File: config.mk
export PLATFORM = sky130hd
export DESIGN_NAME = store_write_buffer
export DESIGN_NICKNAME = d
export VERILOG_FILES = /design/src/rtl/store_write_buffer.sv
export SDC_FILE = /design/constraint.sdc
export NUM_CORES = 1
export LEC_CHECK = 0
export ABC_AREA = 0
export ABC_CLOCK_PERIOD_IN_PS = 6700
export BUFFER_PORTS_ARGS = -buffer_cell sky130_fd_sc_hd__buf_2
export CORE_ASPECT_RATIO = 2
export CORE_MARGIN = 1.5
export CORE_UTILIZATION = 65
export CTS_CLUSTER_DIAMETER = 40
export DETAILED_ROUTE_END_ITERATION = 6
export GPL_TIMING_DRIVEN = 0
export PLACE_DENSITY_LB_ADDON = 0.05
export SETUP_SLACK_MARGIN = 0.2
export SYNTH_ARGS = -nofsm -noshare
export SYNTH_HDL_FRONTEND = slang
export SYNTH_SLANG_ARGS = --single-unit
export TNS_END_PERCENT = 100
File: constraint.sdc
create_clock -name clk -period 6.7 [get_ports clk]
set_clock_uncertainty 0.2 [all_clocks]
set_input_delay 1.34 -clock clk [delete_from_list [all_inputs] [get_ports clk]]
set_output_delay 1.34 -clock clk [all_outputs]
set_load 0.01 [all_outputs]
File: src/rtl/store_write_buffer.sv
// Write-through store buffer: queues committed stores, drains them in FIFO order to
// main memory over a req/grant port, and forwards pending store data to matching loads.
module store_write_buffer #(
   parameter int DEPTH        = 4,
   parameter int WRITE_CYCLES = 4
) (
   input  logic                     clk,
   input  logic                     rst,
   input  logic                     store_valid,
   input  logic [15:0]              store_addr,
   input  logic [15:0]              store_data,
   output logic                     full,
   output logic                     empty,
   output logic [$clog2(DEPTH):0]   count,
   input  logic                     load_check,
   input  logic [15:0]              load_addr,
   output logic                     load_hit,
   output logic [15:0]              load_data,
   output logic                     mem_req,
   input  logic                     mem_grant,
   output logic                     mem_wr,
   output logic [15:0]              mem_addr,
   output logic [15:0]              mem_data,
   output logic [1:0]               dbg_state
);

   localparam int PTR_W  = $clog2(DEPTH);
   localparam int CNT_W  = PTR_W + 1;
   localparam int WCNT_W = (WRITE_CYCLES > 1) ? $clog2(WRITE_CYCLES) : 1;
   localparam logic [WCNT_W-1:0] WCNT_LAST = WCNT_W'(WRITE_CYCLES - 1);
   localparam logic [CNT_W-1:0]  CNT_FULL  = CNT_W'(DEPTH);

   typedef enum logic [1:0] {
      ST_IDLE  = 2'd0,
      ST_REQ   = 2'd1,
      ST_WRITE = 2'd2
   } state_e;

   // Handshake: mem_req stays high from REQ through the whole WRITE burst; a write burst
   // starts on the cycle after mem_req & mem_grant, and grant is not re-sampled mid-burst.
   state_e              state_q, state_d;
   logic [WCNT_W-1:0]   wcnt_q, wcnt_d;
   logic [PTR_W-1:0]    wr_ptr_q, wr_ptr_d;
   logic [PTR_W-1:0]    rd_ptr_q, rd_ptr_d;
   logic [CNT_W-1:0]    count_q, count_d;
   logic [15:0]         addr_q [DEPTH];
   logic [15:0]         data_q [DEPTH];

   logic push;
   logic pop;

   // full comes from the registered count, so a push while full is dropped even on a pop.
   assign full  = (count_q == CNT_FULL);
   assign empty = (count_q == '0);
   assign count = count_q;
   assign push  = store_valid & ~full;
   assign pop   = (state_q == ST_WRITE) && (wcnt_q == WCNT_LAST);

   always_comb begin
      wr_ptr_d = push ? wr_ptr_q + PTR_W'(1) : wr_ptr_q;
      rd_ptr_d = pop  ? rd_ptr_q + PTR_W'(1) : rd_ptr_q;
      count_d  = count_q;
      if (push && !pop) begin
         count_d = count_q + CNT_W'(1);
      end else if (pop && !push) begin
         count_d = count_q - CNT_W'(1);
      end
   end

   always_ff @(posedge clk) begin
      if (rst) begin
         wr_ptr_q <= '0;
         rd_ptr_q <= '0;
         count_q  <= '0;
         for (int i = 0; i < DEPTH; i++) begin
            addr_q[i] <= '0;
            data_q[i] <= '0;
         end
      end else begin
         if (push) begin
            addr_q[wr_ptr_q] <= store_addr;
            data_q[wr_ptr_q] <= store_data;
         end
         wr_ptr_q <= wr_ptr_d;
         rd_ptr_q <= rd_ptr_d;
         count_q  <= count_d;
      end
   end

   // FSM state register
   always_ff @(posedge clk) begin
      if (rst) begin
         state_q <= ST_IDLE;
         wcnt_q  <= '0;
      end else begin
         state_q <= state_d;
         wcnt_q  <= wcnt_d;
      end
   end

   // FSM next state; IDLE looks at the post-push count so a lone store requests at once
   always_comb begin
      state_d = state_q;
      wcnt_d  = wcnt_q;
      case (state_q)
         ST_IDLE: begin
            if (count_d != '0) begin
               state_d = ST_REQ;
            end
         end
         ST_REQ: begin
            if (mem_grant) begin
               state_d = ST_WRITE;
               wcnt_d  = '0;
            end
         end
         ST_WRITE: begin
            if (pop) begin
               wcnt_d  = '0;
               state_d = (count_d != '0) ? ST_REQ : ST_IDLE;
            end else begin
               wcnt_d = wcnt_q + WCNT_W'(1);
            end
         end
         default: begin
            state_d = ST_IDLE;
            wcnt_d  = '0;
         end
      endcase
   end

   // FSM outputs
   always_comb begin
      mem_req   = 1'b0;
      mem_wr    = 1'b0;
      dbg_state = state_q;
      case (state_q)
         ST_REQ: begin
            mem_req = 1'b1;
         end
         ST_WRITE: begin
            mem_req = 1'b1;
            mem_wr  = 1'b1;
         end
         default: begin
            mem_req = 1'b0;
            mem_wr  = 1'b0;
         end
      endcase
   end

   assign mem_addr = addr_q[rd_ptr_q];
   assign mem_data = data_q[rd_ptr_q];

   // Walk oldest to youngest so the last match (youngest) is the one that sticks.
   always_comb begin
      logic [PTR_W-1:0] idx;
      idx       = '0;
      load_hit  = 1'b0;
      load_data = '0;
      for (int i = 0; i < DEPTH; i++) begin
         idx = rd_ptr_q + PTR_W'(i);
         if ((CNT_W'(i) < count_q) && (addr_q[idx] == load_addr)) begin
            load_hit  = 1'b1;
            load_data = data_q[idx];
         end
      end
      if (!load_check) begin
         load_hit  = 1'b0;
         load_data = '0;
      end
   end

endmodule
; ---- Word-level counts from Yosys, hierarchy flattened
; Memories as Yosys holds them, arrays and structs flattened. A register that Yosys moved wholly into a read port is not among the register bits.
; Cells that the tools add are included.
[totals]
reg_bits = 11
mem_bits_rw = 128
in_bits = 53
output_inout_bits = 58
word_cells = 86
memories = 2
[classes]
addsub = 7
n_lt_le_gt_ge = 4
n_eq_ne = 11
n_mux = 37
bitwise_logic = 3
n_reduce_logical = 17
[memory_table]
columns = memory, words, width, rd, rd_ports_with_merged_regs, write_ports, line_no
row1 = addr_q, 4, 16, 4, 1, 4, 46  ; logic [15:0] addr_q [DEPTH];
row2 = data_q, 4, 16, 4, 1, 4, 47  ; logic [15:0] data_q [DEPTH];
[op_table]
columns = op, count
row1 = 16-bit 2-to-1 mux, 7
row2 = 16-bit == test, 4
row3 = 16-bit OR reduction, 2
row4 = 2-bit 2-to-1 mux, 11
row5 = 1-bit 2-to-1 mux, 15
row6 = 2-bit case mux with 3 select lines, 2
row7 = 1-bit logical AND, 7
row8 = "2-bit by 1-bit adder with 2-bit output, second input constant", 3
row9 = "1-bit by 3-bit less-than comparator with 1-bit output, first input constant", 2
row10 = "2-bit by 3-bit less-than comparator with 1-bit output, first input constant", 2
row11 = 3-bit 2-to-1 mux, 2
row12 = "2-bit inequality test, second input constant", 3
row13 = "2-bit adder, second input constant", 2
row14 = "2-bit == test, second input constant", 2
row15 = "3-bit by 1-bit adder with 3-bit output, second input constant", 1
row16 = "3-bit == test, second input constant", 1
row17 = 3-bit zero test, 1
row18 = 3-bit AND reduction, 1
row19 = 3-bit nonzero test, 1
row20 = "3-bit by 1-bit subtractor with 3-bit output, second input constant", 1
row21 = "2-bit by 1-bit == test with 1-bit output, second input constant", 1
row22 = 1-bit zero test, 2
row23 = 2-bit zero test, 1
row24 = 1-bit inverter, 2
row25 = other kinds (3), 3

; ---- Logic depth before layout (Yosys ltp)
; Gate-level depths: netlist of the first run.
[logic_depth]
word_depth = 11
mapped_depth = 14
depth_no_buf = 9

; ---- Least setup slack after synthesis of the first run
; Ideal clock, no wire load.
[synth_timing]
path_type = input port to output port
from = in load_addr[8]
to = out load_data[4]
arrival_ns = 3.499
required_time_ns = 5.160
path_slack_ns = 1.661
cell_stages = 9
path_cell_list = nor2b_1 -> a2bb2o_1 -> or4_1 -> nor4b_1 -> nor4bb_1 -> clkbuf_1 -> clkbuf_1 -> o211ai_1 -> o211ai_1
[synth_between]
elab_chain_cells = 7
word_cells_on_any_way = 13
cone_classes = eq/ne: 4 / mux: 5 / reduce/logical: 4
[synth_lines]
columns = item, line_no
row1 = "start, declared", 16  ; input logic [15:0] load_addr,
row2 = 16-bit == test, 163  ; if ((CNT_W'(i) < count_q) && (addr_q[idx] == load_addr)) begin
row3 = 1-bit logical AND, 163
row4 = 16-bit 2-to-1 mux (3 in series), 163
row5 = 16-bit 2-to-1 mux (*), 163
row6 = 16-bit 2-to-1 mux (*), 168  ; if (!load_check) begin
row7 = "end, declared", 18  ; output logic [15:0] load_data,
; Mark *: on every way between the ends. The rest lies on a longest branch, timed or not.

; ---- Worst setup path in the final report of the first run
[layout_timing]
from = reg rd_ptr_q[1]
to = out load_data[12]
[layout_between]
elab_chain_cells = 8
word_cells_on_any_way = 15
cone_classes = add/sub: 3 / eq/ne: 3 / mux: 4 / reduce/logical: 3 / memory: 2
[layout_lines]
columns = item, line_no
row1 = "start, declared", 44  ; logic [PTR_W-1:0] rd_ptr_q, rd_ptr_d;
row2 = "start signal, assigned", 85  ; rd_ptr_q <= rd_ptr_d;
row3 = 2-bit by 1-bit adder with 2-bit output, 162  ; idx = rd_ptr_q + PTR_W'(i);
row4 = memory 4 x 16 bit, --
row5 = 16-bit == test, 163
row6 = 1-bit logical AND, 163
row7 = 16-bit 2-to-1 mux (2 in series), 163
row8 = 16-bit 2-to-1 mux (*), 163
row9 = 16-bit 2-to-1 mux (*), 168
; Marked as above.

==> results.sh, run 1 <==
export IMPL_outcome="finished, final reports clean"
export IMPL_utilization_pct=76.2
export IMPL_slew_limit_headroom_pct=12.0
export IMPL_pwr_share_comb_pct=17.1
export IMPL_min_period_ps=6220
export IMPL_gr_total_overflow=0
export IMPL_synth_largest_area_cell="edfxtp_1"
export IMPL_vias=8320
export IMPL_viasPerCell=6.63
export IMPL_start_util_pct=66.7
export IMPL_finalWorstSetupSlack_ps=479
export IMPL_post_place_cells=1223
export IMPL_p_seq_share_pct=43.5
export IMPL_avgSynthCellArea_um2=11.2
export IMPL_rows=64
export IMPL_ys_flop_type="edfxtp_1"
export IMPL_slowest_stage="clkbuf_1"
export IMPL_nets=1107
export IMPL_fp_dieArea_um2=16600
export IMPL_io_pins=111
export IMPL_h_tree_depth=4
export IMPL_routabilityCongestion=1.07
export IMPL_syn_area_um2=10300
export IMPL_placed_cell_area_um2=11100
export IMPL_drt_drc_violations_left=0
export IMPL_slew_violations=0
export IMPL_core_um2=15400
export IMPL_report_power_total_mw=2.51
export IMPL_grt_usage_pct=39.3
export IMPL_worst_ep_arrival_time_ps=4680
export IMPL_post_cts_setup_buffer_count=0
export IMPL_p_per_area_nw_per_um2=214
export IMPL_n_fill_cell=1089
export IMPL_tns_ps=0
export IMPL_crit_type="flop to primary output"
export IMPL_finalSetupViolCount=0
export IMPL_cp_required_ps=5160
export IMPL_fmax_ghz=0.161
export IMPL_ctsLongestPathBuffers=2
export IMPL_critPathMaxFanout=10
export IMPL_p_sw_share_pct=28.5
export IMPL_grt_pass1_wl_um=47700
export IMPL_crit_family="buffers and inverters"
export IMPL_dp_slack_ps=400
export IMPL_p_leak_nw=4.48
export IMPL_slowest_delay_ps=560
export IMPL_maxCapViolations=0
export IMPL_layout_drive_gt1_share_pct=27.9
export IMPL_synthTopCellsByCount="edfxtp_1, nor2_1, mux4_2"
export IMPL_antenna_found_initial=0
export IMPL_wire_per_inst_um=25.2
export IMPL_firstDrtPassIters=7
export IMPL_die_x_um=91.9
export IMPL_cts_clk_slew_worst_paths_ps=60
export IMPL_clockPowerShare_pct=39.4
export IMPL_antenna_cells=0
export IMPL_hold_ws_ps=282
export IMPL_end_kind="primary output"
export IMPL_ys_seq_area_share_pct=40.0
export IMPL_synth_edf_count=128
export IMPL_peakVddDrop_v=0.000221
export IMPL_yosysWarnings=0
export IMPL_ys_types=68
export IMPL_synthToLayoutAreaGrowth_pct=14.2
export IMPL_synth_top_area_share_pct=37.5
export IMPL_cts_root_buf="clkbuf_16"
export IMPL_drt_initial_drc_count=720
export IMPL_rsz0062_at_grt="no"
export IMPL_period_share_pct=92.9
export IMPL_drt_total_wl_um=31600
export IMPL_async_flop_share_pct=0
export IMPL_synth_top_cells_by_area="edfxtp_1, mux4_2, mux2i_1"
export IMPL_ys_seq_elements=141
export IMPL_hold_buffers=0
export IMPL_synth_most_common_cell="edfxtp_1"
export IMPL_tightest_slew_ps=1310
export IMPL_ant_nets=0
export IMPL_multiInputGateArea_um2=5580
export IMPL_insertion_delay_ps=440
export IMPL_cts_tree="done"
export IMPL_finalNonFillerCells=1255
export IMPL_die_h_um=181
export IMPL_portBuffers=103
export IMPL_switching_power_mw=0.715
export IMPL_grt_max_degree=33
export IMPL_cts_sinks=141
export IMPL_crit_path_frequent_cell="buf_2"
export IMPL_seq_area_um2=4100
export IMPL_cts_buffers=17
export IMPL_finish_instance_area_um2=11700
export IMPL_p_int_mw=1.80
export IMPL_synthCells=920
export IMPL_hold_violations=0
export IMPL_start_kind="flop"
export IMPL_grt_pass1_vias=8678
export IMPL_path_buf_inv=7
export IMPL_crit_chain="buf_2, buf_4, buf_2, buf_2, nor2_1, o21ai_0, nand4_1, nor4bb_1, clkbuf_1, clkbuf_1, o211ai_1, o211ai_2, buf_2"
export IMPL_dp_hpwl_um=23900
export IMPL_hp_class="flop to flop"
export IMPL_synth_fp_nets=983
sequential cells by signal, summed over array words and instances (netlist names), named ones only:
| name | flops |
|---|---|
| wr_ptr_q | 2 |
| data_q | 64 |
| rd_ptr_q | 2 |
| addr_q | 64 |
| dbg_state | 2 |
| wcnt_q | 2 |
| count | 3 |
cells by family after synthesis:
family,Yosys count,share of synthesized area [%]
adders and majority gates,10,1.22
muxes,172,26.6
xor gates and xnor gates,60,5.12
AOI/OAI and AO/OA,116,8.14
and+or+nand+nor,284,13.0
buffers and inverters,137,5.91
DFF,141,40.0
metal layers:
metal  routed length [um]  global-route usage [%]  up-vias  share of wire [%]
met1                 9760                    37.6     4049                 31
met2                17500                    71.9      456                 55
met5                    0                       0        -                  0
li1                     -                       -     3660                  -
met4                 2500                    31.6        0                7.9
met3                 1840                    6.19      155                5.8
cell usage in the layout, fill, tap and decap left out, types with 4 or more instances in the layout:
cell	instances
edfxtp_1	128
buf_2	116
nor2_1	116
mux4_2	72
inv_1	62
nand2_1	57
mux2i_1	54
xnor2_1	41
clkbuf_1	37
mux2_2	34
a21oi_1	33
and2_1	33
nand4_1	23
nand3_1	23
o211ai_1	22
xor2_1	19
clkbuf_16	17
dfxtp_1	13
buf_1	12
mux2_4	11
o21ai_0	10
ha_1	10
o211ai_2	8
buf_4	5
nor4_1	5
nand2b_1	5
clkinv_4	5
buf_6	4
nor3_1	4
nor2b_1	4
inv_6	4
cell type report:
type / count / area share [%]
tap: 198 / 2.11
inverter: 64 / 2.05
timing repair buffer: 105 / 4.87
multi-input combinational: 642 / 47.6
clock buffer: 17 / 3.63
sequential: 141 / 35.0
buffer: 73 / 3.13
clock inverter: 15 / 1.59
final timing paths:
kind / startpoint / end / slack (ps) / cells past startpoint
max: rd_ptr_q[1]$_SDFFE_PP0P_ / load_data[12] / 480 / 13
min: wcnt_q[1]$_SDFFE_PP0P_ / wcnt_q[1]$_SDFFE_PP0P_ / 280 / 2
max reg2reg: count[0]$_SDFF_PP0_ / addr_q[0][12]$_SDFFCE_PN0P_ / 2820 / 6
min reg2reg: wcnt_q[1]$_SDFFE_PP0P_ / wcnt_q[1]$_SDFFE_PP0P_ / 280 / 2
worst reg2reg max path, delay by kind of cell, from the launching register on:
kind	cells	cell delay [ps]
and+or+nand+nor	2	1960
DFF	1	490
buffers and inverters	2	380
AOI/OAI and AO/OA	1	200
adders and majority gates	1	260
timing repair:
item,CTS,global route
gates resized for setup,0,1
endpoints found under the setup margin,0,7
endpoints found under the hold margin,0,0
power groups by stage:
stage	clock [mW]	sequential [mW]	combinational [mW]
2_1_floorplan	0	1.09	0.272
3_3_place_gp	0	1.10	0.404
3_5_place_dp	0	1.11	0.421
4_1_cts	0.984	1.09	0.423
5_1_grt	1.02	1.10	0.458
6_report	0.988	1.09	0.430
Note: power is estimated with default switching activity, not from simulation.
==> inputs of run 2 (changes only) <==
Settings changed: CORE_MARGIN 1.5 to not set, GPL_TIMING_DRIVEN 0 to not set.
==> run 2 against run 1 <==
  * Cell count decreased by 4.3%
  * Worst hold slack gained 26 ps
  * Worst setup slack better by 350 ps
  * First-iteration DRC count fell by 38%
  * Wire length decreased by 14%
  * Non-clock buffer count down 54
  * Total power down 6.0%
  * Via count fell by 6.1%
  * Fmax grew 6.0%
  * Highest routed layer unchanged
==> results.sh, run 2 (same netlist as run 1, synthesis figures left out) <==
export IMPL_finish_instance_area_um2=11400
export IMPL_viasPerCell=6.51
export IMPL_cts_root_buf="clkbuf_16"
export IMPL_grt_pass1_wl_um=42800
export IMPL_cts_clk_slew_worst_paths_ps=60
export IMPL_die_x_um=90.9
export IMPL_rsz0062_at_grt="no"
export IMPL_finalWorstSetupSlack_ps=829
export IMPL_hp_class="flop to flop"
export IMPL_dp_hpwl_um=19200
export IMPL_min_period_ps=5870
export IMPL_antenna_found_initial=1
export IMPL_io_pins=111
export IMPL_synthToLayoutAreaGrowth_pct=10.9
export IMPL_p_leak_nw=4.31
export IMPL_routabilityCongestion=0.964
export IMPL_outcome="finished, final reports clean"
export IMPL_final_common_cell="edfxtp_1"
export IMPL_vias=7814
export IMPL_p_per_area_nw_per_um2=207
export IMPL_cts_sinks=141
export IMPL_start_util_pct=66.7
export IMPL_worst_ep_arrival_time_ps=4330
export IMPL_tightest_slew_ps=1090
export IMPL_drt_total_wl_um=27200
export IMPL_die_h_um=180
export IMPL_grt_pass1_vias=8141
export IMPL_fp_dieArea_um2=16300
export IMPL_placed_cell_area_um2=10900
export IMPL_peakVddDrop_v=0.000231
export IMPL_grt_max_degree=81
export IMPL_portBuffers=110
export IMPL_insertion_delay_ps=430
export IMPL_cts_buffers=17
export IMPL_post_cts_setup_buffer_count=0
export IMPL_drt_initial_drc_count=448
export IMPL_holdPathStages=2
export IMPL_firstDrtPassIters=5
export IMPL_hold_violations=0
export IMPL_nets=1053
export IMPL_final_cell_mix="edfxtp_1, nor2_1, buf_2"
export IMPL_slew_violations=0
export IMPL_gr_total_overflow=0
export IMPL_slew_limit_headroom_pct=27.3
export IMPL_end_kind="primary output"
export IMPL_critPathMaxFanout=36
export IMPL_maxCapViolations=0
export IMPL_cp_required_ps=5160
export IMPL_h_tree_depth=4
export IMPL_crit_type="flop to primary output"
export IMPL_dp_slack_ps=897
export IMPL_finalSetupViolCount=0
export IMPL_drt_drc_violations_left=0
export IMPL_fmax_ghz=0.170
export IMPL_start_kind="flop"
export IMPL_n_fill_cell=1092
export IMPL_reg2reg_depth=4
export IMPL_ctsResizeCount=0
export IMPL_rows=64
export IMPL_layout_drive_gt1_share_pct=29.5
export IMPL_ctsLongestPathBuffers=2
export IMPL_grt_usage_pct=34.7
export IMPL_seq_area_um2=4110
export IMPL_wire_per_inst_um=22.7
export IMPL_ant_nets=0
export IMPL_cts_tree="done"
export IMPL_hold_buffers=0
export IMPL_multiInputGateArea_um2=5580
export IMPL_period_share_pct=87.6
export IMPL_core_um2=15400
export IMPL_tns_ps=0
[run 2: power breakdown]
group	switching [mW]	total (mW)	leakage (nW)	internal (mW)
registers	0.0600	1.09	1.44	1.03
clock network	0.383	0.852	0.253	0.469
logic	0.248	0.416	2.62	0.168
total	0.691	2.36	4.31	1.67
[run 2: path summary, 6_finish.rpt]
path	to	start	slack, ps
worst max-delay path	load_data[5]	rd_ptr_q[0]$_SDFFE_PP0P_	830
worst min-delay path	wcnt_q[1]$_SDFFE_PP0P_	wcnt_q[1]$_SDFFE_PP0P_	310
worst max register to register	addr_q[3][13]$_DFFE_PP_	count[0]$_SDFF_PP0_	3680
worst min register to register	wcnt_q[1]$_SDFFE_PP0P_	wcnt_q[1]$_SDFFE_PP0P_	310
[run 2: worst max-delay path, stage by stage, from the launching register on]
cell and delay [ps]:
dfxtp_4 740, mux4_2 600, xor2_1 210, or4_1 470
or4_1 1010, mux2_2 460, o211ai_1 170, buf_2 180
[run 2: metrics by stage]
stage                     instances  utilization (%)  power [mW]  hold WS [ps]
after floorplan                 920                -        1.36           250
after global placement         1169             70.6        1.49           258
after detailed placement       1169             70.6        1.51           285
after CTS                      1200             74.0        2.35           295
after global routing           1201             74.0        2.43           333
final                          1201             74.0        2.36           308
[run 2: area by class of cell]
class                   instances  share of cell area (%)
clock buffers                  17                    3.74
clock inverters                14                   0.836
inverters                      64                    2.11
multi-input cells             642                    49.1
flip-flops and latches        141                    36.2
well taps                     198                    2.18
diodes                          1                  0.0220
repair buffers                124                    5.87
[run 2: routing by layer]
| layer | track usage [%] | share of wire [%] | vias to the layer above | routed length, um |
|---|---|---|---|---|
| li1 | - | - | 3549 | - |
| met1 | 36.6 | 34 | 3807 | 9390 |
| met2 | 62.6 | 54 | 362 | 14800 |
| met3 | 5.41 | 5.0 | 96 | 1360 |
| met4 | 23.2 | 6.0 | 0 | 1640 |
| met5 | 0 | 0 | - | 0 |
